`src/rtl/oam_dma.sv`:
```
// oam_dma: copies XFER_LEN bytes from a CPU-selected source page into OAM over a shared bus.
// Defining OAM_DMA_DONE_IRQ_EN enables a one-cycle done_irq pulse when a transfer finishes.
module oam_dma #(
    parameter logic [15:0] REG_ADDR  = 16'hFF46,
    parameter logic [15:0] DEST_BASE = 16'hFE00,
    parameter int          XFER_LEN  = 160
) (
    input  logic        clk,
    input  logic        reset,
    input  logic [15:0] cpu_addr,
    input  logic [7:0]  cpu_wdata,
    input  logic        cpu_we,
    input  logic        cpu_re,
    output logic [7:0]  cpu_rdata,
    output logic [15:0] m_addr,
    output logic [7:0]  m_wdata,
    output logic        m_we,
    output logic        m_req,
    input  logic        m_ready,
    input  logic [7:0]  m_rdata,
    output logic        busy,
    output logic        done_irq
);
    typedef enum logic [1:0] {IDLE, START, READ, WRITE} stateT;

    stateT      state, stateNext;
    logic [7:0] srcHi, idx, dataReg, srcEff;
    logic       regWrite, lastByte;

    assign regWrite  = cpu_we && (cpu_addr == REG_ADDR);
    assign lastByte  = idx == 8'(XFER_LEN - 1);
    // Pages E0-FF alias down to C0-DF, mirroring echo RAM.
    assign srcEff    = (srcHi >= 8'hE0) ? srcHi - 8'h20 : srcHi;
    assign cpu_rdata = (cpu_re && cpu_addr == REG_ADDR) ? srcHi : 8'h00;

    always_ff @(posedge clk or posedge reset) begin
        if (reset)
            state <= IDLE;
        else
            state <= stateNext;
    end

    always_comb begin
        stateNext = regWrite                       ? START :
                    state == START                 ? READ  :
                    (state == READ  && m_ready)    ? WRITE :
                    (state == WRITE && m_ready)    ? (lastByte ? IDLE : READ) :
                    state;
        m_req   = (state == READ) || (state == WRITE);
        m_we    = state == WRITE;
        m_addr  = (state == READ)  ? {srcEff, idx} :
                  (state == WRITE) ? DEST_BASE + {8'h00, idx} : 16'h0000;
        m_wdata = (state == WRITE) ? dataReg : 8'h00;
        busy    = state != IDLE;
    end

    always_ff @(posedge clk or posedge reset) begin
        if (reset) begin
            srcHi   <= 8'h00;
            idx     <= 8'h00;
            dataReg <= 8'h00;
        end else if (regWrite) begin
            srcHi <= cpu_wdata;
            idx   <= 8'h00;
        end else begin
            if (state == READ && m_ready)
                dataReg <= m_rdata;
            if (state == WRITE && m_ready && !lastByte)
                idx <= idx + 8'd1;
        end
    end

`ifdef OAM_DMA_DONE_IRQ_EN
    always_ff @(posedge clk or posedge reset) begin
        if (reset)
            done_irq <= 1'b0;
        else
            done_irq <= state == WRITE && m_ready && lastByte && !regWrite;
    end
`else
    assign done_irq = 1'b0;
`endif
endmodule
```
`config.mk`:
```
export PLATFORM = sky130hd
export DESIGN_NAME = oam_dma
export DESIGN_NICKNAME = d
export VERILOG_FILES = /design/src/rtl/oam_dma.sv
export SDC_FILE = /design/constraint.sdc
export NUM_CORES = 1
export LEC_CHECK = 0
export CORE_MARGIN = 3
export CORE_UTILIZATION = 43
export DETAILED_ROUTE_END_ITERATION = 8
export HOLD_SLACK_MARGIN = 0.1
export PLACE_DENSITY_LB_ADDON = 0.12
export SLEW_MARGIN = 20
export SYNTH_ARGS = -nofsm -noshare
export SYNTH_HDL_FRONTEND = slang
export SYNTH_SLANG_ARGS = --single-unit
```
`constraint.sdc`:
```
create_clock -name clk -period 3.5 [get_ports clk]
set_input_delay 0.35 -clock clk [delete_from_list [all_inputs] [get_ports clk]]
set_output_delay 0.35 -clock clk [all_outputs]
set_load 0.02 [all_outputs]
```
==> results of run 1 <==
## worst register-to-register path, cell delays in order, from the launching register on
cell     delay, ps
dfrtp_1        940
nand3_1        360
or3_1          460
a211o_1        270
a21oi_1        140
## cell families (layout without fill, tap and decap cells)
| kind of cell | count (synthesis) | in the layout | share of synthesized area, % |
|---|---|---|---|
| AOI/OAI and AO/OA | 16 | 16 | 6.958 |
| xor gates and xnor gates | 6 | 6 | 3.521 |
| adders and majority gates | 2 | 2 | 1.676 |
| buffers and inverters | 15 | 79 | 5.197 |
| DFF | 26 | 26 | 43.59 |
| muxes | 15 | 15 | 11.23 |
| other | 1 | 1 | 0.2512 |
| and+or+nand+nor | 68 | 68 | 27.58 |
## cell usage in the layout (no fill, tap or decap), types with 2 or more instances in the layout
| cell | count |
|---|---|
| a21oi_1 | 5 |
| and2_1 | 10 |
| and3_1 | 18 |
| clkbuf_4 | 3 |
| clkdlybuf4s50_1 | 71 |
| dfrtp_1 | 26 |
| ha_1 | 2 |
| inv_1 | 4 |
| mux2_2 | 14 |
| nand2_1 | 7 |
| nand3_1 | 8 |
| nand4_1 | 3 |
| nor2_1 | 8 |
| nor2b_1 | 2 |
| nor4_1 | 2 |
| o21a_1 | 5 |
| o21ai_0 | 2 |
| xnor2_1 | 4 |
| xor2_1 | 2 |
## layer usage
metal  wire length, um  share of wire (%)  up-vias
met5                 0                  0        -
met2              2223                 57       41
li1                  -                  -      649
met3               205                5.3        2
met4                13               0.33        0
met1              1451                 37      661
## power by group through the flow
stage                     Sequential, mW  Combinational (mW)  Clock (mW)
final                              0.455               0.622       0.126
after global routing               0.469               0.669       0.142
after floorplan                    0.416               0.377           0
after global placement             0.453               0.614           0
after detailed placement           0.464               0.626           0
after CTS                          0.457               0.630       0.130
## stage by stage
stage	worst slack, ps	power [mW]	util [%]	hold WS [ps]
floorplan	1385	0.7924	-	390.0
global placement	603.9	1.067	69.33	481.2
detailed placement	576.2	1.090	69.33	489.9
CTS	566.0	1.217	70.04	519.5
global route	466.6	1.280	70.04	549.3
finish	567.0	1.202	70.04	518.9
## layout make-up
| class | instances | share of cell area [%] |
|---|---|---|
| Multi-Input combinational cell | 108 | 34.35 |
| Timing Repair Buffer | 72 | 32.27 |
| Sequential cell | 26 | 29.23 |
| Tap cell | 44 | 2.473 |
| Clock buffer | 3 | 1.012 |
| Inverter | 4 | 0.6745 |
## state kept, by name (all words and copies together), names as in the netlist
signal	cells
dataReg	8
srcHi	8
state	2
idx	8
## worst paths after layout
check | startpoint | endpoint | cells after the start
max | cpu_addr[14] | cpu_rdata[1] | 6
min in group asynchronous | reset | srcHi[5] | 2
min | dataReg[3] | dataReg[3] | 1
max in group asynchronous | reset | state[0] | 2
min reg2reg | dataReg[3] | dataReg[3] | 1
max reg2reg | state[1] | idx[5] | 4
==> out/metrics.csv, run 1 <==
metric,value,unit
grtUsageMet3,4.679,%
synth_common_cells,"dfrtp_1, and3_1, mux2_2, and2_1",
crit_chain,clkdlybuf4s50_1 > or4bb_1 > nor4_4 > buf_4 > and3_1 > clkdlybuf4s50_1,
synth_flop_cell,dfrtp_1,
yosys.area.top_type,dfrtp_1,
clockRootBuffer,clkbuf_4,
cap_violations,0,
comb_power_share,51.8,%
powerDensity,540.2,mW/mm2
synth_fp_nets,188,
place_area,0.002203,mm2
use_met1,21.27,%
num-nets-final,254,
n_antenna_cell,0,
yosys_warnings,0,
rsz0062_at_grt,no,
port_buffers,71,
tightest_slew,972.3,ps
cts_tree,yes,
synth_edf_count,0,
track_usage,19.61,%
area_delta_synth_final,49.12,%
end_kind,output pin,
netlist_instances,149,
hold_buffers,0,
cpMaxStageDelayCell,clkdlybuf4s50_1,
first_pass_iters,4,
seq_area,650.6,um2
cts_post_setup_buffers_inserted,0,
fin_cells,257,
cts_buffer_depth,2,
clock-sinks,26,
post-route-drc-count,0,
final_max_slew_viol_count,0,
syn_area_per_cell,10.02,um2
grt_overflow_total,0,
critPathMaxFanout,13,
p_int,0.7579,mW
cts_max_level,1,
synth.most_common_cell,dfrtp_1,
row_count,20,
top_usage_layer,met2,
setup_viol,0,
start_util,46.97,%
drt_wl_total,3894,um
p_clk_share,10.4,%
cts_buffers,3,
dp_hpwl,2960,um
path_buf_inv,3,
drive_above_1_share,10.33,%
yosysUniqueCellTypes,37,
crit_arrival,2580,ps
io_pins,73,
multiInputGateArea,764.5,um2
finClkSkew,2.997,ps
grt_pass1_wl,6582,um
antenna_left,0,
cts-resized-gates,0,
drt_iter0_markers,77,
switchingPower,0.4446,mW
via_per_inst,5.265,
post-synth-top-area-fraction,43.59,%
critPathMaxStageDelay,600,ps
criticalPathCategory,input port to output pin,
dieWidth,64.92,um
worstSkewPairLatency,310,ps
placedCellCount,254,
critPathMostFrequentCell,clkdlybuf4s50_1,
seq_area_frac_synth,43.59,%
final_hold_viol_count,0,
grt_pass1_vias,1463,
swShare,36.97,%
coreArea,0.003178,mm2
timing.fmax,0.3409,GHz
die_area,0.004215,mm2
setup_tns,0,ps
peakVddDrop,0.0003883,V
grt_start_max_net_pins,33,
antenna_found_initial,0,
fill_cells,273,
avgRoutedWirePerCell,15.15,um
syn-cell-area,0.001493,mm2
synth_area_leaders,"dfrtp_1, mux2_2, and3_1, and2_1, nand3_1",
slew_headroom,35.11,%
p_leak,0.9663,nW
start_kind,input port,
sequentialPowerShare,37.8,%
status,completed,
crit_family,buffers and inverters,
num_vias,1353,
synth_seq_cells,26,
cp_data_required_time,3150,ps
period_share,83.80,%
use_met2,39.21,%
gp_congestion,0.7423,
rrSetupSlack,1270,ps
hp-class,flip-flop to flip-flop,
fin_crit,2933,ps
ys_async_sr_fraction,100.0,%
die_h,64.92,um
path_clk_slew,130,ps
design_area,0.002226,mm2
Note: power is estimated with default switching activity, not from simulation.
==> run 2, diff against run 1 <==
--- a/config.mk
+++ b/config.mk
@@ -6,7 +6,7 @@
 export NUM_CORES = 1
 export LEC_CHECK = 0
 export CORE_MARGIN = 3
-export CORE_UTILIZATION = 43
+export CORE_UTILIZATION = 36
 export DETAILED_ROUTE_END_ITERATION = 8
 export HOLD_SLACK_MARGIN = 0.1
 export PLACE_DENSITY_LB_ADDON = 0.12
==> constraint.sdc (replaced) <==
create_clock -name clk -period 2.5 [get_ports clk]
set_input_delay 0.25 -clock clk [delete_from_list [all_inputs] [get_ports clk]]
set_output_delay 0.25 -clock clk [all_outputs]
set_load 0.02 [all_outputs]
==> run 2 against run 1 <==
Non-clock buffer count up 7. Largest power group unchanged. Critical path type unchanged. Hold slack worse by 180 ps. Largest cell class unchanged. Total power up 49%. Die area up 18%. Critical endpoint is now cpu_rdata[3].
==> out/metrics.csv, run 2 (synthesized netlist as in run 1, its figures left out) <==
metric,value,unit
n_antenna_cell,0,
grt_pass1_wl,6727,um
period_share,97.35,%
cts_buffer_depth,2,
setup_viol,0,
final_max_slew_viol_count,0,
track_usage,16.75,%
first_pass_iters,4,
final_common_cell,clkdlybuf4s50_1,
port_buffers,71,
powerDensity,775.8,mW/mm2
cts_max_level,1,
dp_hpwl,3197,um
cap_violations,0,
cts_buffers,3,
num-nets-final,261,
avgRoutedWirePerCell,15.01,um
reg.largest.list,"dataReg (8), idx (8), srcHi (8)",
fin_cells,269,
timing.fmax,0.4109,GHz
holdWs,341.5,ps
drt_wl_total,4039,um
worstSkewPairLatency,270,ps
row_count,22,
area_delta_synth_final,54.48,%
finClkSkew,2.919,ps
dieWidth,70.39,um
end_kind,output pin,
tightest_slew,670.2,ps
post-route-drc-count,0,
clockRootBuffer,clkbuf_8,
grt_pass1_vias,1443,
start_kind,input port,
io_pins,73,
seq_area,650.6,um2
start_util,39.01,%
place_area,0.002261,mm2
setup_tns,0,ps
via_per_inst,5.074,
final_hold_viol_count,0,
criticalPathCategory,input port to output pin,
num_vias,1365,
coreArea,0.003826,mm2
clock-sinks,26,
slew_headroom,55.23,%
drive_above_1_share,13.57,%
multiInputGateArea,764.5,um2
cts_tree,yes,
fin_crit,2434,ps
design_area,0.002306,mm2
die_area,0.004955,mm2
drt_iter0_markers,61,
cp_data_required_time,2250,ps
hold_buffers,0,
status,completed,
grt_overflow_total,0,
die_h,70.39,um
fill_cells,330,
antenna_found_initial,0,
rsz0062_at_grt,no,
grt_start_max_net_pins,27,
crit_arrival,2180,ps
peakVddDrop,0.0004741,V
most-common-layout-cells,"clkdlybuf4s50_1, dfrtp_1, and3_1",
hp-class,input port to async pin,
critPathMaxFanout,9,
p_leak,1.055,nW
antenna_left,0,
gp_congestion,0.7734,
placedCellCount,265,
path_clk_slew,90,ps
-- run 2: what timing repair did --
item                                    CTS  global route
buffers inserted                          0             0
gates resized for setup                   8             0
endpoints found under the setup margin    8             0
-- run 2: critical path: stages --
cell             delay, ps
clkdlybuf4s50_1        460
or4bb_1                520
nor4_4                 260
buf_4                  180
and3_1                 150
dlygate4sd2_1          350
-- run 2: worst paths after layout --
kind                              start           end  slack (ps)  cells past startpoint
setup / recovery           cpu_addr[14]  cpu_rdata[3]          70                      6
setup reg to reg               state[0]        idx[5]         460                      4
max in group asynchronous         reset      srcHi[2]        1900                      3
hold / removal                    reset    dataReg[6]         340                      3
hold reg to reg              dataReg[3]    dataReg[3]         510                      1
min in group clk             dataReg[3]    dataReg[3]         510                      1
-- run 2: final cells by class --
class	instances	area share (%)
Clock buffer	4	2.387
Inverter	4	0.6511
Multi-Input combinational cell	108	33.15
Sequential cell	26	28.21
Tap cell	48	2.604
Timing Repair Buffer	79	32.99
-- run 2: metal layers --
metal  share of wire (%)  GRT usage [%]
met3                 5.2          3.309
met2                  53          29.21
met5                   0              0
met1                  40          20.09
met4                 1.8          6.383
-- run 2: report_power, final --
group / internal (mW) / switching (mW) / leakage [nW]
clock network: 0.141 / 0.127 / 0.0288
registers: 0.523 / 0.115 / 0.322
logic: 0.485 / 0.398 / 0.705
-- run 2: through the flow --
step	power, mW	util (%)	worst slack [ps]
final	1.789	60.27	66.14
after global routing	1.908	60.27	4.425
after CTS	1.810	60.27	71.66
after detailed placement	1.533	59.09	-209.0
after global placement	1.504	59.09	-147.9
after floorplan	1.109	-	584.6
